File: src/rtl/target_cmd_pkg.sv
// Shared types and constants for the target command mailbox: FSM states, bridge signatures and word map.
package target_cmd_pkg;

  typedef enum logic [1:0] {
    IDLE   = 2'd0,
    POSTED = 2'd1,
    DONE   = 2'd2
  } state_t;

  localparam logic [15:0] CMD_SIG        = 16'h636D;
  localparam logic [15:0] ACK_SIG        = 16'h6F6B;
  localparam logic [15:0] RESULT_TIMEOUT = 16'hFFFF;

  // Word indices as seen on addr[7:2]
  localparam logic [5:0] WORD_STATUS = 6'h00;
  localparam logic [5:0] WORD_PARAM0 = 6'h01;
  localparam logic [5:0] WORD_RESP0  = 6'h20;
  localparam logic [5:0] WORD_RESP1  = 6'h21;

endpackage

File: src/rtl/target_cmd_timer.sv
// Host-acknowledge watchdog: cleared by start, counts while run, expired flags count == TIMEOUT_CYCLES-1.
// Zero-latency expired output; no backpressure.
module target_cmd_timer
  import target_cmd_pkg::*;
#(
  parameter int TIMEOUT_CYCLES = 74_250_000
) (
  input  logic clk,
  input  logic reset,
  input  logic start,
  input  logic run,
  output logic expired
);

  localparam int CW = (TIMEOUT_CYCLES > 2) ? $clog2(TIMEOUT_CYCLES) : 1;

  logic [CW-1:0] count;

  assign expired = (count == CW'(TIMEOUT_CYCLES - 1));

  always_ff @(posedge clk or posedge reset) begin
    if (reset) begin
      count <= '0;
    end else if (start) begin
      count <= '0;
    end else if (run && !expired) begin
      count <= count + CW'(1);
    end
  end

endmodule

File: src/rtl/target_cmd_mailbox.sv
// Core-to-host command mailbox on the bridge; optional ack watchdog under `TARGET_CMD_TIMEOUT_EN.
// Bridge reads return one cycle after rd; req_ready is low from accept until the one-cycle DONE strobe ends.
module target_cmd_mailbox
  import target_cmd_pkg::*;
#(
  parameter int NUM_PARAMS     = 4,
  parameter int TIMEOUT_CYCLES = 74_250_000
) (
  input  logic                       clk,
  input  logic                       reset,
  input  logic [31:0]                bridge_addr,
  input  logic                       bridge_wr,
  input  logic [31:0]                bridge_wr_data,
  input  logic                       bridge_rd,
  output logic [31:0]                bridge_rd_data,
  input  logic                       req_valid,
  output logic                       req_ready,
  input  logic [15:0]                req_cmd,
  input  logic [NUM_PARAMS-1:0][31:0] req_param,
  output logic                       resp_valid,
  output logic [15:0]                resp_result,
  output logic [1:0][31:0]           resp_data,
  output logic                       busy
);

  if (NUM_PARAMS < 1 || NUM_PARAMS > 8 || TIMEOUT_CYCLES < 1) begin : g_bad_cfg
    $error("target_cmd_mailbox: NUM_PARAMS must be 1..8 and TIMEOUT_CYCLES >= 1");
  end

  state_t                     state, state_nxt;
  logic [15:0]                cmd_q;
  logic [NUM_PARAMS-1:0][31:0] param_q;
  logic [1:0][31:0]           resp_word;
  logic [31:0]                rd_mux;
  logic [5:0]                 word;
  logic                       accept, ack_hit, timeout_hit;
  logic                       unused_addr_bits;

  assign word             = bridge_addr[7:2];
  assign unused_addr_bits = ^{bridge_addr[31:8], bridge_addr[1:0]};
  assign accept           = (state == IDLE) && req_valid;
  assign ack_hit          = bridge_wr && (word == WORD_STATUS) && (state == POSTED)
                            && (bridge_wr_data[31:16] == ACK_SIG);

`ifdef TARGET_CMD_TIMEOUT_EN
  logic expired;

  target_cmd_timer #(.TIMEOUT_CYCLES(TIMEOUT_CYCLES)) u_timer (
    .clk     (clk),
    .reset   (reset),
    .start   (accept),
    .run     (state == POSTED),
    .expired (expired)
  );

  assign timeout_hit = (state == POSTED) && expired;
`else
  assign timeout_hit = 1'b0;
`endif

  always_ff @(posedge clk or posedge reset) begin
    if (reset) state <= IDLE;
    else       state <= state_nxt;
  end

  always_comb begin
    state_nxt  = state;
    req_ready  = 1'b0;
    busy       = 1'b0;
    resp_valid = 1'b0;
    case (state)
      IDLE: begin
        req_ready = 1'b1;
        if (req_valid) state_nxt = POSTED;
      end
      POSTED: begin
        busy = 1'b1;
        // An acknowledge in the expiry cycle takes the same path, so the host result wins
        if (ack_hit || timeout_hit) state_nxt = DONE;
      end
      DONE: begin
        busy       = 1'b1;
        resp_valid = 1'b1;
        state_nxt  = IDLE;
      end
      default: state_nxt = IDLE;
    endcase
  end

  always_comb begin
    rd_mux = '0;
    if (word == WORD_STATUS) begin
      if (state == POSTED) rd_mux = {CMD_SIG, cmd_q};
    end else if (word == WORD_RESP0) begin
      rd_mux = resp_word[0];
    end else if (word == WORD_RESP1) begin
      rd_mux = resp_word[1];
    end
    for (int i = 0; i < NUM_PARAMS; i++) begin
      if (word == 6'(WORD_PARAM0 + 6'(i))) rd_mux = param_q[i];
    end
  end

  // Reads sample pre-edge state, so a same-cycle write is never visible to its read
  always_ff @(posedge clk or posedge reset) begin
    if (reset) begin
      cmd_q          <= '0;
      param_q        <= '0;
      resp_word      <= '0;
      resp_result    <= '0;
      resp_data      <= '0;
      bridge_rd_data <= '0;
    end else begin
      if (accept) begin
        cmd_q   <= req_cmd;
        param_q <= req_param;
      end
      if (bridge_wr && (word == WORD_RESP0)) resp_word[0] <= bridge_wr_data;
      if (bridge_wr && (word == WORD_RESP1)) resp_word[1] <= bridge_wr_data;
      if (ack_hit) begin
        resp_result <= bridge_wr_data[15:0];
        resp_data   <= resp_word;
      end else if (timeout_hit) begin
        resp_result <= RESULT_TIMEOUT;
      end
      if (bridge_rd) bridge_rd_data <= rd_mux;
    end
  end

endmodule

File: config.mk
export PLATFORM = sky130hd
export DESIGN_NAME = target_cmd_mailbox
export DESIGN_NICKNAME = d
export VERILOG_FILES = /design/src/rtl/target_cmd_pkg.sv /design/src/rtl/target_cmd_timer.sv /design/src/rtl/target_cmd_mailbox.sv
export SDC_FILE = /design/constraint.sdc
export NUM_CORES = 1
export LEC_CHECK = 0
export BUFFER_PORTS_ARGS = -buffer_cell sky130_fd_sc_hd__buf_4
export CAP_MARGIN = 5
export CORE_MARGIN = 10
export CORE_UTILIZATION = 40
export CTS_BUF_LIST = sky130_fd_sc_hd__clkbuf_4 sky130_fd_sc_hd__clkbuf_8
export CTS_CLUSTER_DIAMETER = 80
export CTS_CLUSTER_SIZE = 14
export DETAILED_ROUTE_END_ITERATION = 7
export GPL_ROUTABILITY_DRIVEN = 0
export HOLD_SLACK_MARGIN = 0.02
export PLACE_DENSITY = 0.68
export SYNTH_ARGS = -nofsm -noshare
export SYNTH_HDL_FRONTEND = slang
export SYNTH_SLANG_ARGS = --single-unit
File: constraint.sdc
create_clock -name clk -period 14.2 [get_ports clk]
set_input_delay 0.71 -clock clk [delete_from_list [all_inputs] [get_ports clk]]
set_output_delay 0.71 -clock clk [all_outputs]
set_load 0.005 [all_outputs]
* Word-level counts from Yosys, hierarchy flattened
Index checks and enable logic that the tools add are counted.
** Storage, ports and cells
- Bits in registers :: 322
- Input bits :: 213
- Output and inout bits :: 115
- Logic and storage cells :: 47
** Operators by class
- Equal/unequal tests :: 11
- Mux-type cells :: 14
- Reductions and logical operators :: 10
** Operators by type and width (number)
- 32-bit 2-to-1 mux :: 7
- 31-bit 2-to-1 mux :: 1
- 16-bit by 15-bit equality test with 1-bit output (second input constant) :: 1
- 6-bit by 2-bit equality test with 1-bit output (second input constant) :: 2
- 6-bit equality test (second input constant) :: 2
- 6-bit by 1-bit equality test with 1-bit output (second input constant) :: 1
- 6-bit by 3-bit equality test with 1-bit output (second input constant) :: 1
- 1-bit logical AND :: 6
- 6-bit zero test :: 1
- 2-bit 2-to-1 mux :: 2
- 2-bit != test (second input constant) :: 2
- 2-bit one-hot mux with 2 select lines :: 1
- 1-bit 2-to-1 mux :: 3
- 2-bit by 1-bit equality test with 1-bit output (second input constant) :: 1
- 2-bit equality test (second input constant) :: 1
- 2-bit zero test :: 1
- 2-bit AND reduction :: 1
- 2-bit OR reduction :: 1

* Logic depth before layout (Yosys ltp)
Gate-level depths: netlist of run 1.
- Word-level depth :: 8
- Gate-level depth with buffers :: 8
- Gate-level depth less buffers :: 6

* Worst setup path before layout of run 1
No wires, ideal clock.
- Kind :: input-to-reg
- From :: input bridge_wr_data[23]
- To :: register resp_data[0] (netlist bit)
- Library setup time :: 125 ps
- Arrival time :: 1983 ps
- Required time :: 14075 ps
- Path slack :: 12092 ps
- Stages :: 5
- Path buffers :: 1
- Cell sequence :: nand4b_1 nor3_1 nand3_4 buf_6 mux2_4
** Between the ends
- Longest elaborated chain between the ends :: 2
** RTL lines
- start, declared :: RTL line target_cmd_mailbox.sv:13 : input logic [31:0] bridge_wr_data,
- 16-bit by 15-bit equality test with 1-bit output :: RTL line target_cmd_mailbox.sv:43 : && (bridge_wr_data[31:16] == ACK_SIG);
- 1-bit logical AND :: RTL line target_cmd_mailbox.sv:43
- end signal, assigned :: RTL line target_cmd_mailbox.sv:122 : resp_data <= resp_word;
- end, declared :: RTL line target_cmd_mailbox.sv:22 : output logic [1:0][31:0] resp_data,
Every way passes these cells.
A chain may end at the register's enable or synchronous reset.

* Worst setup path after layout of run 1
- From :: register state[1]
- To :: register resp_data[40] (netlist bit)
** Between the ends
- Longest elaborated chain between the ends :: 3
** RTL lines
- start, declared :: RTL line target_cmd_mailbox.sv:30 : state_t state, state_nxt;
- start signal, assigned :: RTL line target_cmd_mailbox.sv:63 : else state <= state_nxt;
- 2-bit by 1-bit equality test with 1-bit output :: RTL line target_cmd_mailbox.sv:42 : assign ack_hit = bridge_wr && (word == WORD_STATUS) && (state == POSTED)
- 1-bit logical AND :: RTL line target_cmd_mailbox.sv:42
- 1-bit logical AND :: RTL line target_cmd_mailbox.sv:43
Every way passes these cells.

==> results of run 1 <==
critical path, cell delays in order, from the launching register on:
cell	delay [ns]
dfrtp_1	0.42
inv_1	0.08
ha_1	0.67
nor3b_1	0.32
and2_2	0.29
nand3_4	0.67
buf_4	0.65
mux2_4	0.39
cell type report:
class / count / area, µm² / area share, %
diodes: 2 / 5.00 / 0.0289
clock buffers: 28 / 385 / 2.23
clock inverters: 3 / 42.5 / 0.246
inverters: 11 / 48.8 / 0.282
multi-input cells: 622 / 5800 / 33.5
flip-flops and latches: 322 / 8060 / 46.5
well taps: 461 / 577 / 3.33
repair buffers: 319 / 2390 / 13.8
power by group through the flow:
stage | logic, mW | registers [mW] | clock network (mW)
final | 0.490 | 1.29 | 0.500
after global routing | 0.536 | 1.31 | 0.554
after CTS | 0.498 | 1.28 | 0.520
after detailed placement | 0.497 | 1.30 | 0
after global placement | 0.480 | 1.29 | 0
after floorplan | 0.361 | 1.26 | 0
registers in the layout (all words and copies together), names as in the netlist:
| signal | count |
|---|---|
| state | 2 |
| resp_word | 64 |
| cmd_q | 16 |
| param_q | 128 |
| bridge_rd_data | 32 |
| resp_result | 16 |
| resp_data | 64 |
worst paths after layout:
kind / end / slack (ns)
setup / recovery: resp_data[40] / 10.51
hold / removal: param_q[19] / 0.33
setup reg to reg: resp_data[40] / 10.51
hold reg to reg: bridge_rd_data[30] / 0.50
max in group asynchronous: bridge_rd_data[24] / 11.82
min in group asynchronous: resp_result[15] / 0.34
cells in the mapped netlist (14+ instances only):
| library cell | number | area share, % |
|---|---|---|
| a21oi_1 | 24 | 0.84 |
| a221oi_1 | 21 | 1.3 |
| and3_1 | 35 | 1.5 |
| clkbuf_1 | 47 | 1.2 |
| dfrtp_1 | 322 | 57 |
| mux2_2 | 208 | 16 |
| mux2_4 | 80 | 8.4 |
| nand2_1 | 20 | 0.53 |
| nand3b_1 | 20 | 1.1 |
| nor2_1 | 25 | 0.66 |
| o21ai_0 | 14 | 0.49 |
| o22ai_1 | 23 | 1.0 |
routing by layer:
metal / routed length (µm) / up-vias / GRT usage [%]
met5: 32 / - / 0
met3: 3000 / 49 / 5.03
met2: 20900 / 300 / 31.9
met1: 17800 / 4935 / 23.7
met4: 886 / 4 / 3.85
li1: - / 4331 / -
through the flow:
step | instance area [µm²] | hold slack (ns) | std cells | setup WS [ns]
after floorplan | 14200 | 0.470 | 1026 | 4.58
after global placement | 16900 | 0.474 | 1735 | 10.56
after detailed placement | 16900 | 0.478 | 1735 | 10.54
after CTS | 17300 | 0.290 | 1766 | 10.51
after global routing | 17300 | 0.295 | 1766 | 10.28
final | 17300 | 0.329 | 1768 | 10.51
logic make-up after synthesis:
logic type | count (synthesis) | synth area share (%)
adders and majority gates | 3 | 0.264
muxes | 294 | 25.3
AOI/OAI and AO/OA | 158 | 8.10
and+or+nand+nor | 167 | 6.91
buffers and inverters | 82 | 2.77
DFF | 322 | 56.6
==> impl_metrics.yaml, run 1 <==
status:
  outcome: "finished, final reports clean"
critical_path:
  start_kind: "flop"
  startpoint: "state[1]"
  r2r-start: "state[1]"
  path_max_fanout: 42
  rr_worst_depth: 7
  arrival_ns: 4.14
  required_ns: 14.65
  critPathCaptureType: "flop"
  critPathKind: "reg -> reg"
power_and_ir_drop:
  leakagePower_nw: 8.36
  p_sw_uw: 635
  switching_share_pct: 27.9
  p_comb_share_pct: 21.5
  irDropWorstVdd_mv: 0.0868
  intPower_mw: 1.64
  power.density_nw_per_um2: 131
  seq_power_share_pct: 56.5
  total_power_mw: 2.28
  clock_power_share_pct: 22.0
drt:
  finalWirelength_um: 42600
  dr.pass1.iters: 4
  ant_nets: 0
  via_per_inst: 5.44
  post_drt_wl_per_cell_um: 24.1
  vias: 9619
  drc: 0
  drt-initial-drc-count: 599
finish:
  drive_gt1_share_pct: 49.8
  utilization_pct: 49.0
  area_growth_pct: 21.7
  nets: 1519
  nFillCells: 3143
  most-common-layout-cells: "dfrtp_1 (322), buf_4 (319), mux2_2 (208), mux2_4 (80), and3_1 (35)"
  layout_commonest_cell: "dfrtp_1"
global_route:
  grt_pass1_vias: 10288
  globalRouteOverflowTotal: 0
  grt_max_degree: 134
  grt_first_pass_wirelength_um: 64600
  grtUsageTotal_pct: 18.8
  antenna_found_initial: 4
job:
  drv_cap: 0
timing:
  tightest_slew_ns: 1.13
  fin_crit_sh_pct: 26.0
  fin_skew_ns: 0.0403
  relSlewSlack_pct: 24.9
  fmaxAchievable_ghz: 0.271
  finalMaxSlewViolations: 0
  setup_tns_ns: 0
  setup_viol: 0
  rsz0062_at_grt: "false"
  fin_crit_ns: 3.69
  hold_viol: 0
cts:
  cts_max_level: 1
  cts_root_buffer: "clkbuf_8"
  cts_resized: 0
  path_clk_slew_ns: 0.10
  ctsLongestPathBuffers: 3
  clkSinkCount: 322
  post_cts_buffers: 0
  ctsHoldBuffers: 0
  worstSkewPairLatency_ns: 0.60
  cts-buffers-inserted: 27
  cts_tree: "done"
die:
  die_area_um2: 43500
  chipHeight_um: 209
  rows: 69
  initial_core_util_pct: 40.3
  chipWidth_um: 209
  ios: 328
  coreArea_um2: 35300
synthesis:
  synth_edf_count: 0
  synth_nets: 1242
  synth_cell_types: 54
  ys_seq_area_share_pct: 56.6
  ys_ff_latch: 322
  syn_inst: 1026
  netlist_area_um2: 14200
  ys.warnings.count: 0
  synthArstFlopShare_pct: 100
  synth_area_per_cell_um2: 13.9
  synth_ff_type: "dfrtp_1"
hold_path:
  min-delay-start: "req_param[19]"
  hold_depth: 2
  hp-class: "in -> reg"
placed_design:
  io_buffers: 301
  dpl.hpwl_um: 30600
No activity file was read; power rests on OpenSTA's default activity.
==> run 2: changes to the inputs <==
- PLACE_DENSITY: 0.68 -> 0.71
- clock period: 14.2 -> 3.3 ns (I/O delays scaled with it)
==> run 2 against run 1 <==
  * Worst hold slack lost 0.22 ns
  * Via count grew 10%
  * Register-to-register slack lost 9.7 ns
  * Clock skew shrank 0.0014 ns
  * Die area is the same
  * Largest cell class unchanged
  * Cell area grew 11%
  * Global-route usage grew 1.3 points
  * Worst setup slack lost 9.8 ns
  * Clock power grew to 4.0 times the previous value
  * First-iteration DRC count shrank 4.2%
  * Utilization grew 5.6 points
  * Sequential cell count is the same
==> impl_metrics.yaml, run 2 (synthesis gave the netlist of run 1 again) <==
timing:
  fin_crit_sh_pct: 78.6
  tightest_slew_ns: 1.03
  rsz0062_at_grt: "false"
  fmaxAchievable_ghz: 0.386
  hold_viol: 0
  finalMaxSlewViolations: 0
  relSlewSlack_pct: 31.3
  fin_hold_ws_ns: 0.107
  setup_viol: 0
  fin_crit_ns: 2.59
  fin_skew_ns: 0.0389
critical_path:
  critPathCaptureType: "flop"
  startpoint: "bridge_wr_data[31]"
  required_ns: 3.76
  critPathKind: "in -> reg"
  rr_worst_depth: 7
  r2r_slack_ns: 0.77
  r2r-start: "state[1]"
  path_max_fanout: 38
  regToRegEndpoint: "resp_data[2]"
  start_kind: "input port"
  arrival_ns: 3.05
global_route:
  antenna_found_initial: 5
  globalRouteOverflowTotal: 0
  grt_first_pass_wirelength_um: 69500
  grt_pass1_vias: 11344
  grt_max_degree: 93
  grtUsageTotal_pct: 20.1
finish:
  regMostFlops: "param_q"
  most-common-layout-cells: "buf_4 (328), dfrtp_1 (322), mux2_2 (208), dlygate4sd3_1 (179), mux2_4 (80)"
  utilization_pct: 54.6
  largestRegisters: "param_q: 128 flops, resp_data: 64 flops, resp_word: 64 flops"
  area_growth_pct: 35.4
  layout_commonest_cell: "buf_4"
  nets: 1714
  drive_gt1_share_pct: 44.3
  largest_reg_flops: 128
cts:
  cts_root_buffer: "clkbuf_8"
  cts_max_level: 1
  cts_tree: "done"
  cts-buffers-inserted: 26
  cts_resized: 0
  ctsLongestPathBuffers: 3
  ctsHoldBuffers: 179
  clkSinkCount: 322
  post_cts_buffers: 0
  worstSkewPairLatency_ns: 0.60
  path_clk_slew_ns: 0.09
placed_design:
  dpl.hpwl_um: 31300
  io_buffers: 301
hold_path:
  hp-class: "in -> reg"
  holdPathEnd: "bridge_rd_data[0]"
  min-delay-start: "bridge_addr[2]"
  hold_depth: 4
job:
  drv_cap: 0
drt:
  vias: 10604
  finalWirelength_um: 45600
  dr.pass1.iters: 4
  ant_nets: 0
  drc: 0
  post_drt_wl_per_cell_um: 23.2
  via_per_inst: 5.41
  drt-initial-drc-count: 574
die:
  ios: 328
  rows: 69
  coreArea_um2: 35300
  chipHeight_um: 209
  chipWidth_um: 209
  initial_core_util_pct: 40.3
  die_area_um2: 43500
power_and_ir_drop:
  power.density_nw_per_um2: 515
  total_power_mw: 9.93
  leakagePower_nw: 9.20
  irDropWorstVdd_mv: 0.427
status:
  outcome: "finished, final reports clean"
[run 2: per-layer routing]
layer	share of wire (%)	global-route usage, %
met1	41	24.6
met3	6.3	4.59
met4	2.5	5.01
met5	0.044	0
met2	51	35.3
[run 2: stage by stage]
stage	std cells	TNS [ns]	worst slack (ns)	instance area, µm²
after floorplan	1026	-373.45	-1.16	14200
after global placement	1752	0	0.855	17100
after detailed placement	1752	0	0.754	17100
after CTS	1958	0	0.760	19300
after global routing	1960	0	0.664	19300
final	1961	0	0.707	19300
[run 2: worst max path at each step]
stage,to,cells after the start,slack [ns]
2_1_floorplan,bridge_rd_data[0],1,-1.16
3_3_place_gp,resp_result[6],6,0.85
3_5_place_dp,resp_result[4],6,0.75
4_1_cts,resp_result[4],7,0.76
5_1_grt,resp_result[0],7,0.66
6_report,resp_data[2],7,0.71
[run 2: power breakdown]
group	leakage (nW)	total [mW]	internal [mW]	switching, mW
sequential	4.08	5.57	4.97	0.600
clock	0.194	2.01	0.728	1.28
combinational	4.92	2.35	1.43	0.916
[run 2: area by class of cell]
cell class              count  area (µm²)
fillers                  2843       16000
flip-flops and latches    322        8060
multi-input cells         622        5800
repair buffers            515        4410
well taps                 461         577
clock buffers              27         372
inverters                  11        45.0
diodes                      3        7.51
[run 2: critical path, stage by stage]
cell	delay (ns)
dlygate4sd3_1	0.56
buf_4	0.15
nand3b_1	0.21
nor3_1	0.70
nand3_4	0.50
buf_12	0.37
mux2_4	0.33
==> run 3: changes to the inputs <==
- PLACE_DENSITY: 0.71 -> 0.68
- clock period: 3.3 -> 2.6 ns (I/O delays scaled with it)
==> run 3 against run 2 <==
  * Combinational power rose by 27%
  * Non-clock buffer count rose by 1
  * Worst setup slack worse by 0.38 ns
  * Global-route usage up 0.065 points
  * Power is 27% higher
  * Cell area about the same
  * Highest routed layer is now met4
==> impl_metrics.yaml, run 3 (synthesis gave the netlist of run 1 again) <==
status:
  outcome: "finished, final reports clean"
global_route:
  globalRouteOverflowTotal: 0
  grt_pass1_vias: 11532
  grtUsageTotal_pct: 20.2
  grt_first_pass_wirelength_um: 69500
  antenna_found_initial: 3
  grt_max_degree: 119
finish:
  most-common-layout-cells: "buf_4 (328), dfrtp_1 (322), mux2_2 (208), dlygate4sd3_1 (180), mux2_4 (80)"
  layout_commonest_cell: "buf_4"
  finalNonFillerCells: 1962
  nets: 1715
  drive_gt1_share_pct: 44.3
  area_growth_pct: 35.5
  largest_reg_flops: 128
  nFillCells: 2862
  largestRegisters: "param_q: 128 flops, resp_data: 64 flops, resp_word: 64 flops"
  regMostFlops: "param_q"
drt:
  vias: 10458
  drt-initial-drc-count: 715
  drc: 0
  finalWirelength_um: 45600
  highest_layer: "met4"
  post_drt_wl_per_cell_um: 23.2
  met1_length_um: 18600
  via_per_inst: 5.33
  wl_met3_um: 2550
  ant_nets: 0
  dr.pass1.iters: 5
  met2RoutedLength_um: 23100
die:
  ios: 328
  chipWidth_um: 209
  rows: 69
  coreArea_um2: 35300
  chipHeight_um: 209
  initial_core_util_pct: 40.3
  die_area_um2: 43500
cts:
  cts_max_level: 1
  worstSkewPairLatency_ns: 0.60
  path_clk_slew_ns: 0.09
  clkSinkCount: 322
  cts_root_buffer: "clkbuf_8"
  cts_resized: 0
  post_cts_buffers: 0
  cts_tree: "done"
  ctsLongestPathBuffers: 3
  ctsHoldBuffers: 180
  cts-buffers-inserted: 26
timing:
  relSlewSlack_pct: 51.2
  rsz0062_at_grt: "false"
  fin_skew_ns: 0.0198
  fmaxAchievable_ghz: 0.440
  finalMaxSlewViolations: 0
  setup_viol: 0
  fin_crit_ns: 2.27
  hold_viol: 0
  fin_crit_sh_pct: 87.5
  fin_hold_ws_ns: 0.179
  tightest_slew_ns: 0.723
power_and_ir_drop:
  irDropWorstVdd_mv: 0.480
  p_sw_mw: 3.54
  clock_power_share_pct: 20.2
  switching_share_pct: 28.1
  seq_power_share_pct: 56.1
  power.density_nw_per_um2: 652
  leakagePower_nw: 9.20
  p_comb_share_pct: 23.7
  intPower_mw: 9.04
  total_power_mw: 12.6
critical_path:
  critPathCaptureType: "flop"
  arrival_ns: 2.75
  critPathKind: "reg -> reg"
  cpPeakStageDelay_ns: 0.41
  cp_num_buf_inv: 2
  cpLargestDelayFamily: "simple AND/OR/NAND/NOR gates"
  path_max_fanout: 80
  cp_cell_sequence: "inv_1, ha_1, nor3b_1, and2_2, nand3_4, buf_12, mux2_4"
  cp_slowest_cell: "dfrtp_1"
  start_kind: "flop"
  required_ns: 3.07
placed_design:
  io_buffers: 301
  dp_cells: 1752
  dpl.hpwl_um: 31400
hold_path:
  hp-class: "in -> async"
job:
  drv_cap: 0
run 3: changes by cell type in the layout (fill, tap and decap cells not counted):
| cell | delta |
|---|---|
| dlygate4sd3_1 | +1 |
run 3: through the flow:
stage	worst slack (ns)	utilization [%]	area, µm²	setup TNS, ns
3_5_place_dp	0.388	48.4	17100	0
6_report	0.326	54.6	19300	0
3_3_place_gp	0.428	48.4	17100	0
5_1_grt	0.249	54.6	19300	0
4_1_cts	0.344	54.6	19300	0
2_1_floorplan	-1.82	-	14200	-587.58
run 3: layout make-up:
type                       instances  area (µm²)  area share [%]
antenna                            3        7.51          0.0389
inverter                          11        45.0           0.234
clock buffer                      27         372            1.93
sequential                       322        8060            41.8
multi-input combinational        622        5800            30.1
tap                              461         577            2.99
timing repair buffer             516        4420            22.9
run 3: power by group through the flow:
stage	logic [mW]	registers, mW	clock network (mW)
floorplan	1.97	6.88	0
global placement	2.67	7.07	0
detailed placement	2.76	7.14	0
CTS	2.99	7.03	2.64
global route	3.24	7.18	2.81
finish	2.98	7.05	2.55
run 3: final timing paths:
kind	depth (start not counted)	from	endpoint	slack (ns)
setup / recovery	7	state[1]	resp_result[7]	0.33
hold / removal	4	reset	resp_data[2]	0.18
setup reg to reg	7	state[1]	resp_result[7]	0.33
hold reg to reg	1	bridge_rd_data[21]	bridge_rd_data[21]	0.50
max in group asynchronous	4	reset	bridge_rd_data[12]	1.76
min in group clk	6	bridge_addr[6]	bridge_rd_data[22]	0.24
run 3: metal layers:
metal,vias up,GRT usage [%]
met4,0,5.81
met5,-,0
met3,66,3.97
met1,5356,24.6
met2,321,35.6
li1,4715,-
run 3: worst register-to-register path: stages, from the launching register on:
cell and delay, ns:
dfrtp_1 0.41, inv_1 0.10, ha_1 0.19, nor3b_1 0.28
and2_2 0.31, nand3_4 0.10, buf_12 0.28, mux2_4 0.48
